===== src/rtl/pq_sorted_array.sv =====
// Sorted-array priority queue: DEPTH entries {id, prio}, head at index 0.
// Push/pop in IDLE, drop-by-id through a two-cycle search/done sequence.
module pq_sorted_array #(
  parameter int unsigned DEPTH     = 8,
  parameter int unsigned IW        = 4,
  parameter int unsigned PW        = 3,
  parameter int unsigned MAX_FIRST = 1,
  parameter int unsigned EVICT     = 0,
  localparam int unsigned CW       = $clog2(DEPTH + 1)
) (
  input  logic          clk_i,
  input  logic          rst_i,
  input  logic          push_i,
  input  logic [IW-1:0] push_id_i,
  input  logic [PW-1:0] push_prio_i,
  output logic          push_rdy_o,
  input  logic          pop_i,
  output logic          pop_rdy_o,
  output logic          pop_vld_o,
  output logic [IW-1:0] pop_id_o,
  output logic [PW-1:0] pop_prio_o,
  input  logic          drop_i,
  input  logic [IW-1:0] drop_id_i,
  output logic          drop_rdy_o,
  output logic          drop_vld_o,
  output logic          drop_hit_o,
  output logic          evict_vld_o,
  output logic [IW-1:0] evict_id_o,
  output logic          peek_vld_o,
  output logic [IW-1:0] peek_id_o,
  output logic [PW-1:0] peek_prio_o,
  output logic [CW-1:0] count_o,
  output logic          full_o,
  output logic          empty_o
);

  typedef enum logic [1:0] {S_IDLE, S_DROP_SRCH, S_DROP_DONE} state_e;

  state_e        state_q, state_d;
  logic [IW-1:0] id_q      [DEPTH];
  logic [PW-1:0] prio_q    [DEPTH];
  logic [IW-1:0] id_d      [DEPTH];
  logic [PW-1:0] prio_d    [DEPTH];
  logic [IW-1:0] base_id   [DEPTH];
  logic [PW-1:0] base_prio [DEPTH];
  logic [IW-1:0] drop_id_q;
  logic          hit_q;
  logic [CW-1:0] cnt;
  logic          drop_acc, push_acc, pop_acc, do_ins, do_evict, drop_found;
  logic [IW-1:0] evict_id_d;
  int unsigned   ins_k, drop_j;

  function automatic logic beats(input logic [PW-1:0] a, input logic [PW-1:0] b);
    return (MAX_FIRST != 0) ? (a > b) : (a < b);
  endfunction

  assign count_o     = cnt;
  assign full_o      = (cnt == CW'(DEPTH));
  assign empty_o     = (cnt == '0);
  assign peek_vld_o  = (id_q[0] != '0);
  assign peek_id_o   = id_q[0];
  assign peek_prio_o = prio_q[0];

  assign drop_acc = drop_i & drop_rdy_o;
  assign push_acc = push_i & push_rdy_o & ~drop_acc;
  assign pop_acc  = pop_i & pop_rdy_o & ~drop_acc;
  assign do_ins   = push_acc & (push_id_i != '0);
  assign do_evict = do_ins & full_o & ~pop_acc;

  // Occupancy: valid entries are those with a non-zero id
  always_comb begin
    cnt = '0;
    for (int unsigned i = 0; i < DEPTH; i++) cnt = cnt + CW'(id_q[i] != '0);
  end

  // Control state register
  always_ff @(posedge clk_i) begin
    if (rst_i) state_q <= S_IDLE;
    else       state_q <= state_d;
  end

  // Next-state and handshake outputs
  always_comb begin
    state_d    = state_q;
    push_rdy_o = 1'b0;
    pop_rdy_o  = 1'b0;
    drop_rdy_o = 1'b0;
    drop_vld_o = 1'b0;
    drop_hit_o = 1'b0;
    case (state_q)
      S_IDLE: begin
        push_rdy_o = ~full_o | (EVICT != 0);
        pop_rdy_o  = ~empty_o;
        drop_rdy_o = 1'b1;
        if (drop_i) state_d = S_DROP_SRCH;
      end
      S_DROP_SRCH: state_d = S_DROP_DONE;
      S_DROP_DONE: begin
        drop_vld_o = 1'b1;
        drop_hit_o = hit_q;
        state_d    = S_IDLE;
      end
      default: state_d = S_IDLE;
    endcase
  end

  // Array update: pop shifts up first, the push is then inserted into the
  // shifted view, so push+pop on a full queue never evicts
  always_comb begin
    for (int unsigned i = 0; i + 1 < DEPTH; i++) begin
      base_id[i]   = pop_acc ? id_q[i+1]   : id_q[i];
      base_prio[i] = pop_acc ? prio_q[i+1] : prio_q[i];
    end
    base_id[DEPTH-1]   = pop_acc ? '0 : id_q[DEPTH-1];
    base_prio[DEPTH-1] = pop_acc ? '0 : prio_q[DEPTH-1];

    ins_k = DEPTH;
    for (int unsigned i = DEPTH; i > 0; i--)
      if (base_id[i-1] == '0 || beats(push_prio_i, base_prio[i-1])) ins_k = i - 1;

    drop_j = DEPTH;
    for (int unsigned i = DEPTH; i > 0; i--)
      if (drop_id_q != '0 && id_q[i-1] == drop_id_q) drop_j = i - 1;
    drop_found = (drop_j < DEPTH);

    for (int unsigned i = 0; i < DEPTH; i++) begin
      id_d[i]   = id_q[i];
      prio_d[i] = prio_q[i];
    end
    evict_id_d = (ins_k == DEPTH) ? push_id_i : id_q[DEPTH-1];

    if (state_q == S_DROP_SRCH) begin
      if (drop_found) begin
        for (int unsigned i = 0; i + 1 < DEPTH; i++) begin
          if (i >= drop_j) begin
            id_d[i]   = id_q[i+1];
            prio_d[i] = prio_q[i+1];
          end
        end
        id_d[DEPTH-1]   = '0;
        prio_d[DEPTH-1] = '0;
      end
    end else if (pop_acc || do_ins) begin
      for (int unsigned i = 0; i < DEPTH; i++) begin
        id_d[i]   = base_id[i];
        prio_d[i] = base_prio[i];
      end
      if (do_ins) begin
        for (int unsigned i = 1; i < DEPTH; i++) begin
          if (i > ins_k) begin
            id_d[i]   = base_id[i-1];
            prio_d[i] = base_prio[i-1];
          end
        end
        for (int unsigned i = 0; i < DEPTH; i++) begin
          if (i == ins_k) begin
            id_d[i]   = push_id_i;
            prio_d[i] = push_prio_i;
          end
        end
      end
    end
  end

  // Storage, drop bookkeeping and registered result pulses
  always_ff @(posedge clk_i) begin
    if (rst_i) begin
      for (int unsigned i = 0; i < DEPTH; i++) begin
        id_q[i]   <= '0;
        prio_q[i] <= '0;
      end
      drop_id_q   <= '0;
      hit_q       <= 1'b0;
      pop_vld_o   <= 1'b0;
      pop_id_o    <= '0;
      pop_prio_o  <= '0;
      evict_vld_o <= 1'b0;
      evict_id_o  <= '0;
    end else begin
      for (int unsigned i = 0; i < DEPTH; i++) begin
        id_q[i]   <= id_d[i];
        prio_q[i] <= prio_d[i];
      end
      if (drop_acc) drop_id_q <= drop_id_i;
      if (state_q == S_DROP_SRCH) hit_q <= drop_found;
      pop_vld_o   <= pop_acc;
      pop_id_o    <= pop_acc ? id_q[0] : '0;
      pop_prio_o  <= pop_acc ? prio_q[0] : '0;
      evict_vld_o <= do_evict;
      evict_id_o  <= do_evict ? evict_id_d : '0;
    end
  end

endmodule


===== config.mk =====
export PLATFORM = sky130hd
export DESIGN_NAME = pq_sorted_array
export DESIGN_NICKNAME = d
export VERILOG_FILES = /design/src/rtl/pq_sorted_array.sv
export SDC_FILE = /design/constraint.sdc
export NUM_CORES = 1
export LEC_CHECK = 0
export ABC_CLOCK_PERIOD_IN_PS = 15500
export CELL_PAD_IN_SITES_DETAIL_PLACEMENT = 1
export CELL_PAD_IN_SITES_GLOBAL_PLACEMENT = 1
export CORE_MARGIN = 10
export CORE_UTILIZATION = 48
export DETAILED_ROUTE_END_ITERATION = 10
export PLACE_DENSITY = 0.87
export SYNTH_ARGS = -nofsm -noshare
export SYNTH_HDL_FRONTEND = slang
export SYNTH_SLANG_ARGS = --single-unit

===== constraint.sdc =====
create_clock -name clk_i -period 15.5 [get_ports clk_i]
set_input_delay 1.55 -clock clk_i [delete_from_list [all_inputs] [get_ports clk_i]]
set_output_delay 1.55 -clock clk_i [all_outputs]
set_load 0.03 [all_outputs]

======== Yosys cells after proc, flatten, opt, wreduce, memory -nomap -nowiden ========
Memory sizes are Yosys's and may differ from the RTL's.
Cells that the tools add are included.
operators by class
  $add $sub $neg .......................... 7
  multiplexer cells ....................... 111
  bitwise operators ....................... 29
  eq/ne operators ......................... 20
  reductions and logical operators ........ 40
  $lt $le $gt $ge ......................... 23
operators with widths
  cell                                                                                  number
  32-bit two-way mux                                                                    18
  4-bit two-way mux                                                                     41
  3-bit by 32-bit equality test with 1-bit output (first input constant)                4
  3-bit by 32-bit > comparator with 1-bit output (first input constant)                 4
  3-bit two-way mux                                                                     38
  3-bit by 32-bit greater-or-equal comparator with 1-bit output (first input constant)  3
  24-bit two-way mux                                                                    4
  2-bit by 32-bit equality test with 1-bit output (first input constant)                2
  1-bit by 32-bit greater-or-equal comparator with 1-bit output (first input constant)  2
  2-bit by 32-bit greater-or-equal comparator with 1-bit output (first input constant)  2
  2-bit by 32-bit > comparator with 1-bit output (first input constant)                 2
  4-bit nonzero test                                                                    10
  4-bit logical NOT                                                                     9
  1-bit by 32-bit equality test with 1-bit output (first input constant)                1
  32-bit by 4-bit equality test with 1-bit output (second input constant)               1
  4-bit equality test                                                                   8
  1-bit by 32-bit > comparator with 1-bit output (first input constant)                 1
  32-bit logical NOT                                                                    1
  32-bit by 4-bit less-than comparator with 1-bit output (second input constant)        1
  3-bit > comparator                                                                    8
  4-bit by 1-bit adder with 4-bit output                                                4
  1-bit OR                                                                              16
  1-bit logical OR                                                                      9
  1-bit AND                                                                             8
  14 further kinds                                                                      33
word-level totals
  memories kept ........................... 2
  logic and storage cells ................. 240
  bits in writable memories ............... 56
  flip-flop bits (word level) ............. 20
  output and inout port bits .............. 32
  input port bits ......................... 16
memories
  memory  words  width  rd ports  clocked after Yosys merged registers in  write ports  RTL line  source
  id_q    8      4      8         0                                        8            40        logic [IW-1:0] id_q [DEPTH];
  prio_q  8      3      8         0                                        8            41        logic [PW-1:0] prio_q [DEPTH];

======== Depth between registers and ports, before layout ========
An unclocked memory read counts as a cell.
  word-level depth ........................ 32
  mapped depth ............................ 30
  depth with buffers taken out ............ 24

======== Worst setup path before layout ========
Ideal clock, no wire load.
  path kind ............................... register to register
  start ................................... mem id_q[0][3]
  end ..................................... mem id_q[6][0], in the netlist id_q[1][8]
  buffers on the path ..................... 4
  arrival time ............................ 7.564 ns
  required time ........................... 15.404 ns
  cell stages (with the launch flop) ...... 27
  library setup time ...................... 0.096 ns
  slack ................................... 7.841 ns
  cells stage by stage .................... dfxtp_1 > or4_1 > fa_1 > inv_1 > fa_1 > fa_1 > inv_1 > ha_1 > inv_1 > fa_1 > and4bb_2 > a211oi_2 > buf_4 > clkbuf_1 > buf_2 > clkbuf_1 > nor2_1 > a21oi_1 > ha_1 > a211o_1 > a21o_1 > a2111oi_4 > nand3_1 > o31ai_4 > mux2i_1 > o211ai_1 > a221oi_1
RTL lines
  element             RTL line
  start: declaration  40

==> impl_metrics.json <==
{
  "yosysWarnings": 0,
  "async_flop_share": 0,
  "dieArea_um2": 18300,
  "netlist_top_cells_area": "dfxtp_1 24%, ha_1 5.3%, nand2_1 5.2%",
  "rsz0062_at_grt": "no",
  "clock_skew_ps": 10.07,
  "crit_fanout": 56,
  "root_buffer": "clkbuf_16",
  "io_pins": 48,
  "end_kind": "register",
  "grt_pass1_wl_um": 40780,
  "status": "finished, final reports clean",
  "crit_path_cell_trace": "or4_1 > fa_1 > inv_1 > fa_1 > fa_1 > inv_1 > ha_1 > inv_1 > fa_1 > and4bb_2 > a211oi_4 > buf_4 > mux2i_1 > ha_1 > nor2b_1 > o21ai_0 > a32oi_1 > nor3_4 > nand4_1 > nor3_1 > a211oi_1 > mux2_4 > o32ai_2",
  "die_x_um": 135.3,
  "antenna_found_initial": 0,
  "finalWirelength_um": 25650,
  "fill_cells": 1657,
  "drv_cap": 0,
  "place.gp.congestion": 0.9247,
  "gr-total-overflow": 0,
  "cts_tree": "done",
  "fmax_mhz": 111.7,
  "r2r_start": "id_q[0][3]",
  "fin_tns_setup_ps": 0,
  "yosysTopAreaCell": "dfxtp_1",
  "worst_slew_pin_slew_ps": 1239,
  "slew_violations": 0,
  "die_h_um": 135.3,
  "hold_viol_final": 0,
  "slew_headroom": 0.1668,
  "slowest_stage": "nor3_1",
  "core_um2": 13140,
  "cp_common_cell": "fa_1",
  "yosysMostFrequentCell": "nand2_1",
  "syn_area_um2": 6380,
  "critPathKind": "reg -> reg",
  "cts.sinks": 76,
  "holdBufCountCts": 0,
  "grt_start_max_net_pins": 65,
  "ys_seq_elements": 76,
  "hold_depth": 1,
  "cts_setup_buffers": 0,
  "yosys.cell_types.count": 76,
  "crit_start": "id_q[0][3]",
  "vias": 7048,
  "critPathLaunchType": "register",
  "synth_top_area_frac": 0.2385,
  "worst-r2r-cell-count": 23,
  "ant_nets": 0,
  "nets": 911,
  "wl_per_cell_um": 24.55,
  "track_usage": 0.2783,
  "syn-mean-instance-area_um2": 7.427,
  "start_util": 0.4856,
  "clkLatencyLatePin_ps": 370,
  "required_ps": 15770,
  "cp.arrival_ps": 9220,
  "synth-seq-area-share": 0.2385,
  "placementRows": 42,
  "drive_gt1_frac": 0.06099,
  "clk_path_buf_depth": 2,
  "setup-violations-final": 0,
  "grt_pass1_vias": 7413,
  "crit_path_max_incr_delay_ps": 1030,
  "synth-main-ff-cell": "dfxtp_1",
  "port-buffer-count": 47,
  "areaGrowthSynthToFinish_pct": 13.20,
  "cts_inserted_buffers": 9,
  "cts_resized": 0,
  "drt_iter0_markers": 742,
  "hp-start": "prio_q[0][2]",
  "drcViolationCount": 0,
  "syn_inst": 859,
  "min_path_type": "reg -> reg",
  "dp_hpwl_um": 18000,
  "avgViaCountPerCell": 6.744,
  "htreeDepth": 3,
  "clkTransAtPathRegs_ps": 70,
  "period_share": 0.5774,
  "synth_edf_count": 0,
  "synth_commonest_cells": "88 x nand2_1, 83 x nor2_1, 76 x dfxtp_1, 62 x a21oi_1, 50 x clkbuf_1",
  "num_antenna_cells": 0,
  "dr.pass1.iters": 6,
  "layout_min_cycle_time_ps": 8950
}
-- per-layer routing --
metal,global-route usage,share of wire,vias to the layer above
li1,-,-,3170
met1,0.3135,0.39,3473
met2,0.4778,0.49,315
met3,0.05898,0.067,90
met4,0.1567,0.052,0
met5,0,0,-
-- worst paths after layout --
path,slack [ps],end
min,500,pop_prio_o[2]
max reg2reg,6550,id_q[1][10]
min reg2reg,500,pop_prio_o[2]
max,6550,id_q[1][10]
-- cell type report --
cell class | count | area, µm² | area share
tap | 176 | 220.2 | 0.03049
clock buffer | 9 | 225.2 | 0.03119
inverter | 39 | 146.4 | 0.02027
timing repair buffer | 58 | 548.0 | 0.07588
multi-input combinational | 680 | 4454 | 0.6168
sequential | 76 | 1521 | 0.2107
clock inverter | 7 | 106.4 | 0.01473
-- metrics by stage --
step / setup WS (ps) / util / instances / hold slack, ps / area (µm²)
6_report: 6550 / 0.5497 / 1045 / 504.2 / 7222
5_1_grt: 6087 / 0.5497 / 1045 / 518.0 / 7222
4_1_cts: 6650 / 0.5497 / 1045 / 504.6 / 7222
3_5_place_dp: 6795 / 0.5245 / 1029 / 485.3 / 6890
3_3_place_gp: 7275 / 0.5245 / 1029 / 468.4 / 6890
2_1_floorplan: 7841 / - / 863 / 448.1 / 6395
-- state kept, by name (all words and copies together) (netlist names) --
name / cells
pop_prio_o: 3
drop_id_q: 4
prio_q: 24
pop_vld_o: 1
pop_id_o: 4
evict_id_o: 4
id_q: 32
evict_vld_o: 1
hit_q: 1
state_q: 2
-- worst max-delay path: cells and delay by family, from the launching register on --
| family | cells | cell delay [ps] |
|---|---|---|
| and+or+nand+nor | 6 | 3250 |
| adders and majority gates | 6 | 2640 |
| AOI/OAI and AO/OA | 5 | 1110 |
| buffers and inverters | 4 | 770 |
| muxes | 2 | 680 |
| DFF | 1 | 380 |
-- layout by cell type, fill, tap and decap left out, drive strengths merged, types with 27 or more instances in the layout --
cell type / count
mux2i: 29
inv: 43
ha: 27
clkdlybuf4s50: 46
o21ai: 52
a21oi: 62
dfxtp: 76
nand2: 88
nand3: 29
nor2: 85
-- cells by family (layout without fill, tap and decap cells) --
family          after synthesis  count (layout)  synth area share
compound gates              277             277            0.3018
xor+xnor                     31              31           0.04256
fa+ha+maj                    31              31           0.06550
flops                        76              76            0.2385
mux                          31              31           0.04962
simple gates                305             305            0.2322
buf+inv                     107             113           0.06923
other cells                   1               5         0.0005878
Power is not shown: default switching activity piles up to over one toggle a cycle in this logic, so the estimate is an artifact.
